[src/rtl/mcycle_pkg.sv]
// mcycle_pkg: operation and FSM state encodings for the multi-cycle mul/div unit
package mcycle_pkg;
    typedef enum logic [1:0] {
        OP_SMUL = 2'b00,
        OP_UMUL = 2'b01,
        OP_SDIV = 2'b10,
        OP_UDIV = 2'b11
    } op_e;

    typedef enum logic [1:0] {
        S_IDLE,
        S_COMPUTE,
        S_FIXUP
    } state_e;
endpackage

[src/rtl/mcycle_core.sv]
// mcycle_core: unsigned radix-2 datapath, shift-add multiply / restoring divide, one iteration per en
// Ports: clk, rst (async, active-high); load latches a, b, is_div and clears the counter;
//        en runs one iteration; acc is product (mul) or {remainder, quotient} (div);
//        last flags the final iteration.
module mcycle_core #(
    parameter int WIDTH = 32
) (
    input  logic               clk,
    input  logic               rst,
    input  logic               load,
    input  logic               en,
    input  logic               is_div,
    input  logic [WIDTH-1:0]   a,
    input  logic [WIDTH-1:0]   b,
    output logic [2*WIDTH-1:0] acc,
    output logic               last
);
    localparam int CNT_W = $clog2(WIDTH + 1);

    logic [WIDTH-1:0]   b_q;
    logic               div_q;
    logic [CNT_W-1:0]   cnt;
    logic [WIDTH:0]     sum;
    logic [WIDTH:0]     rem_sh;
    logic               ge;
    logic [WIDTH-1:0]   diff;
    logic [2*WIDTH-1:0] acc_nx;

    // rem_sh is one bit wider than the divisor: the shifted partial remainder can reach 2*b-1.
    // When ge holds the difference is below b, so the low WIDTH bits of the subtraction are exact.
    always_comb begin
        sum    = {1'b0, acc[2*WIDTH-1:WIDTH]} + {1'b0, b_q};
        rem_sh = acc[2*WIDTH-1:WIDTH-1];
        ge     = rem_sh >= {1'b0, b_q};
        diff   = rem_sh[WIDTH-1:0] - b_q;
        acc_nx = div_q  ? {ge ? diff : rem_sh[WIDTH-1:0], acc[WIDTH-2:0], ge} :
                 acc[0] ? {sum, acc[WIDTH-1:1]} : {1'b0, acc[2*WIDTH-1:1]};
    end

    assign last = cnt == CNT_W'(WIDTH - 1);

    always_ff @(posedge clk or posedge rst) begin
        if (rst) begin
            acc   <= '0;
            b_q   <= '0;
            div_q <= 1'b0;
            cnt   <= '0;
        end else if (load) begin
            acc   <= {{WIDTH{1'b0}}, a};
            b_q   <= b;
            div_q <= is_div;
            cnt   <= '0;
        end else if (en) begin
            acc   <= acc_nx;
            cnt   <= cnt + CNT_W'(1);
        end
    end
endmodule

[src/rtl/mcycle_muldiv.sv]
// mcycle_muldiv: multi-cycle signed/unsigned multiply and divide unit with Done, DivByZero and Abort
// Ports: CLK, RESET (async, active-high); Start/Abort control; MCycleOp selects op;
//        Operand1/Operand2 in; Result1 = product low / quotient, Result2 = product high / remainder;
//        Busy, Done (one-cycle pulse), DivByZero registered status.
module mcycle_muldiv
    import mcycle_pkg::*;
#(
    parameter int WIDTH = 32
) (
    input  logic             CLK,
    input  logic             RESET,
    input  logic             Start,
    input  logic             Abort,
    input  logic [1:0]       MCycleOp,
    input  logic [WIDTH-1:0] Operand1,
    input  logic [WIDTH-1:0] Operand2,
    output logic [WIDTH-1:0] Result1,
    output logic [WIDTH-1:0] Result2,
    output logic             Busy,
    output logic             Done,
    output logic             DivByZero
);
    state_e             state, state_nx;
    logic               sgn, div_in, a_neg, b_neg, zero_div, launch, fire, last;
    logic               div_q, dz_q, dz_wait, res_neg, rem_neg;
    logic [WIDTH-1:0]   mag_a, mag_b, dividend, quo, rem, res1, res2;
    logic [2*WIDTH-1:0] acc, prod;

    mcycle_core #(.WIDTH(WIDTH)) u_core (
        .clk    (CLK),
        .rst    (RESET),
        .load   (launch),
        .en     (state == S_COMPUTE),
        .is_div (div_in),
        .a      (mag_a),
        .b      (mag_b),
        .acc    (acc),
        .last   (last)
    );

    // dz_wait holds a divide-by-zero in FIXUP for one extra cycle so its Done lands after launch+2.
    always_comb begin
        sgn      = ~MCycleOp[0];
        div_in   = MCycleOp[1];
        a_neg    = sgn & Operand1[WIDTH-1];
        b_neg    = sgn & Operand2[WIDTH-1];
        mag_a    = a_neg ? -Operand1 : Operand1;
        mag_b    = b_neg ? -Operand2 : Operand2;
        zero_div = div_in && (Operand2 == '0);
        launch   = (state == S_IDLE) && Start;
        state_nx = state;
        fire     = 1'b0;
        case (state)
            S_IDLE:    if (Start) state_nx = zero_div ? S_FIXUP : S_COMPUTE;
            S_COMPUTE: state_nx = Abort ? S_IDLE : last ? S_FIXUP : S_COMPUTE;
            S_FIXUP: begin
                if (Abort) state_nx = S_IDLE;
                else if (!dz_wait) begin
                    state_nx = S_IDLE;
                    fire     = 1'b1;
                end
            end
            default:   state_nx = S_IDLE;
        endcase
        prod = res_neg ? -acc : acc;
        quo  = res_neg ? -acc[WIDTH-1:0] : acc[WIDTH-1:0];
        rem  = rem_neg ? -acc[2*WIDTH-1:WIDTH] : acc[2*WIDTH-1:WIDTH];
        res1 = dz_q ? '1 : div_q ? quo : prod[WIDTH-1:0];
        res2 = dz_q ? dividend : div_q ? rem : prod[2*WIDTH-1:WIDTH];
    end

    always_ff @(posedge CLK or posedge RESET) begin
        if (RESET) begin
            state     <= S_IDLE;
            div_q     <= 1'b0;
            dz_q      <= 1'b0;
            dz_wait   <= 1'b0;
            res_neg   <= 1'b0;
            rem_neg   <= 1'b0;
            dividend  <= '0;
            Result1   <= '0;
            Result2   <= '0;
            Busy      <= 1'b0;
            Done      <= 1'b0;
            DivByZero <= 1'b0;
        end else begin
            state <= state_nx;
            Busy  <= state_nx != S_IDLE;
            Done  <= fire;
            if (launch) begin
                div_q    <= div_in;
                dz_q     <= zero_div;
                dz_wait  <= zero_div;
                dividend <= Operand1;
                res_neg  <= a_neg ^ b_neg;
                rem_neg  <= a_neg;
            end else begin
                dz_wait  <= 1'b0;
            end
            if (fire) begin
                Result1   <= res1;
                Result2   <= res2;
                DivByZero <= dz_q;
            end
        end
    end
endmodule

[config.mk]
export PLATFORM = sky130hd
export DESIGN_NAME = mcycle_muldiv
export DESIGN_NICKNAME = d
export VERILOG_FILES = /design/src/rtl/mcycle_pkg.sv /design/src/rtl/mcycle_core.sv /design/src/rtl/mcycle_muldiv.sv
export SDC_FILE = /design/constraint.sdc
export NUM_CORES = 1
export LEC_CHECK = 0
export BUFFER_PORTS_ARGS = -buffer_cell sky130_fd_sc_hd__buf_2
export CAP_MARGIN = 15
export CORE_UTILIZATION = 68
export CTS_BUF_LIST = sky130_fd_sc_hd__clkbuf_8
export CTS_CLUSTER_DIAMETER = 30
export DETAILED_ROUTE_END_ITERATION = 6
export PLACE_DENSITY = 0.89
export SLEW_MARGIN = 10
export SYNTH_ARGS = -nofsm -noshare
export SYNTH_HDL_FRONTEND = slang
export SYNTH_SLANG_ARGS = --single-unit
[constraint.sdc]
create_clock -name CLK -period 9.9 [get_ports CLK]
set_input_delay 0 -clock CLK [delete_from_list [all_inputs] [get_ports CLK]]
set_output_delay 0 -clock CLK [all_outputs]
set_load 0.01 [all_outputs]
==> metrics.txt <==
run status=finished clean; Worst-Skew Late Latency=610 ps; FFs w/ async S/R, synth=100.0%; Clock Tree Buf Depth=3; Site Rows=55; area share of the largest cell type after synthesis=32.71%; metal3 WL=6798 um; TNS Setup=0 ps; drt wl/cell=24.05 um; Non-Filler Instances=2463; Gate Count Post-Synth=between 1.5k and 2k; CP Launch Type=register; Slew @ Worst Pin=1117 ps; Post-Syn Area=approximately 16000 sq um; first-pass GRT wire length=between 90000 and 100000 um; full die area=24010 sq um; core box area=22780 sq um; highest routed metal layer=met5; # IOs=137; clock period minus worst slack=4487 ps; initial antenna violation count=5; P&R area growth vs syn=17.43%; length of routed wiring on met1=21030 um; worst path arrival time=4940 ps; Worst IR Drop VDD=215.4 uV; clock-pin transition on the worst setup and hold timing paths=60 ps; largest net degree at the start of global routing=143; WL met2=26580 um; CTS Sinks=208; Total GRT Usage=49.09%; fin nets=2252; fmax=about 220 MHz; DRC Markers=0; vias per inst=7.007; initial core utilization=69.85%; DP Cell Count=~2.3k; Crit Path Class=register to register; Setup violations, final=0; IO buf count=136; CTS Buf Count=48; sequential share of the synthesized area=32.71%; Yosys Warn Count=0; vias in the first global route=16.98k; final hold viol count=0; switching part of the total power=47.35%; final slew viol count=0; P_sw=roughly 0.0026 W; internal power=approximately 0.0029 W; number of enable flip-flop cells after synthesis=0; layout cells sized above 1=between 10% and 20%; Total Wirelength=59240 um; Tcrit/Tclk final=45.33%; CTS tree=built; syn_area_per_cell=8.163 sq um; synth unique cells=81; Worst Hold Class=input port to async pin; pwr dens=292.3 nW/um^2; Filler Cell Count=~1.3k; Final Hold Slack=162.3 ps; max-cap violation count=0; Critical Path RT=10350 ps; Synth Register Bits=208; Die X=around 150 um; drt first pass iters=7; Static Leak=roughly 8.3 nW; Setup Skew=37.86 ps; Clock Tree Root=clkbuf_8; cell taking the most area after synthesis=dfrtp_1; share of power burned in registers=25.2%; Post-CTS Setup Inserts=0; Synth Net Count=between 2k and 2.5k; CP endpoint kind=register; DIE HEIGHT=between 150 and 200 um; ANT nets after route=0; H-tree Lvls=2; overflow left after global routing=0; CP Max Fanout=21; Clk network pwr share=between 20% and 30%; largest cells by area after synthesis=dfrtp_1, nand2_1, o21ai_0, ha_1, xnor2_1; Slew headroom=24.74%; DR iter-0 viols=2447; Gate power share=53.1%; Primary FF master, synth=dfrtp_1; vias=between 15k and 20k; post-DP HPWL=37360 um; unrepaired setup endpoints after global routing=false; GPL Wtd Cong=1.001
[synth_stat cells, types with 6 or more instances]
cell and instances:
a211o_1 6, a211oi_1 18, a21o_1 26, a21oi_1 142, a22oi_1 7, a31oi_1 18, and2_1 6, and3_1 16
buf_1 17, clkbuf_1 111, dfrtp_1 208, ha_1 69, inv_1 64, mux2_2 29, mux2i_1 38, nand2_1 265
nand2b_1 17, nand3_1 52, nand4_1 20, nor2_1 115, nor2b_1 17, nor3_1 36, nor3b_1 7, nor4_1 13
o211a_1 8, o211ai_1 19, o21a_1 13, o21ai_0 182, o21ai_1 7, o21bai_1 12, o221ai_1 7, o22a_1 33
o22ai_1 17, o31ai_1 32, o41ai_1 17, or2_2 6, or3_1 20, or4_1 17, xnor2_1 89, xor2_1 64
[flip-flops by register name (all words and copies together) (netlist names)]
signal        cells
Result1          32
DivByZero         1
u_core.acc       64
dz_q              1
dz_wait           1
u_core.cnt        6
dividend         32
rem_neg           1
Result2          32
state             2
Done              1
u_core.div_q      1
res_neg           1
Busy              1
u_core.b_q       32
[area by class of cell]
| cell class | count | area [sq um] | area share (%) |
|---|---|---|---|
| Inverter | 66 | 255.2 | 1.366 |
| Antenna cell | 1 | 2.502 | 0.01339 |
| Clock inverter | 35 | 406.6 | 2.177 |
| Clock buffer | 53 | 729.5 | 3.904 |
| Sequential cell | 208 | 5206 | 27.87 |
| Multi-Input combinational cell | 1542 | 9962 | 53.32 |
| Timing Repair Buffer | 245 | 1729 | 9.255 |
| Tap cell | 313 | 391.6 | 2.096 |
[worst max-delay path: stages (launching register included)]
cell	delay (ps)
dfrtp_1	490
ha_1	400
a2111oi_0	740
a211o_1	270
a21o_1	170
o2111ai_1	150
nand2_1	660
nand2_1	670
mux2_2	460
a221o_1	330
[power groups by stage]
stage                     logic, W  clock network [W]  registers, W
after CTS                  0.00276            0.00117       0.00135
after global routing       0.00309            0.00122       0.00139
after floorplan            0.00209                  0       0.00121
after global placement     0.00264                  0       0.00134
final                      0.00290            0.00119       0.00138
after detailed placement   0.00270                  0       0.00136
[through the flow]
step	total power [W]	instance area, sq um	util, %	setup slack [ps]
global route	0.005697	18680	82.01	5231
global placement	0.003986	16620	72.98	5758
finish	0.005462	18680	82.02	5413
floorplan	0.003296	15910	-	4219
detailed placement	0.004053	16620	72.98	5553
CTS	0.005276	18680	82.01	5528
[placed cells by master, fill, tap and decap left out, types with 35 or more instances in the layout]
cell,n
a21oi_1,142
nor3_1,35
o21ai_0,181
xnor2_1,89
nand2_1,265
dlygate4sd3_1,92
inv_1,69
nand3_1,52
xor2_1,64
mux2i_1,38
dfrtp_1,207
clkbuf_8,53
buf_2,136
ha_1,69
nor2_1,114
[timing repair]
action	in CTS	in global routing
hold buffers	92	0
hold endpoints to repair	246	0
resized for setup	0	0
[final timing paths]
check                                           start  cells after the start  slack, ps                    endpoint
setup / recovery           u_core.acc[37]$_DFFE_PP0P_                      9       5410  u_core.acc[51]$_DFFE_PP0P_
hold / removal                                  RESET                      3        160    dividend[14]$_DFFE_PP0P_
setup reg to reg           u_core.acc[37]$_DFFE_PP0P_                      9       5410  u_core.acc[51]$_DFFE_PP0P_
hold reg to reg              dividend[13]$_DFFE_PP0P_                      2        470    dividend[13]$_DFFE_PP0P_
max in group asynchronous                       RESET                      4       8150    u_core.div_q$_DFFE_PP0P_
min in group CLK                                Abort                      3        210              Busy$_DFF_PP0_
[metal layers]
layer  vias to the layer above  track usage (%)
met4                         2            35.69
met2                      1422            77.50
met5                         -                0
met1                      8028            58.00
met3                       402            13.06
li1                       7404                -
[cell families (layout without fill, tap and decap cells)]
| kind of cell | after synthesis | count (layout) | share of synthesized area, % |
|---|---|---|---|
| muxes | 67 | 67 | 4.443 |
| AOI/OAI and AO/OA | 619 | 619 | 24.94 |
| adders and majority gates | 71 | 71 | 5.678 |
| and+or+nand+nor | 632 | 632 | 19.03 |
| DFF | 208 | 208 | 32.71 |
| buffers and inverters | 199 | 399 | 4.774 |
| xor gates and xnor gates | 153 | 153 | 8.422 |
| other | 0 | 1 | 0 |
No activity file was read; power rests on OpenSTA's default activity.
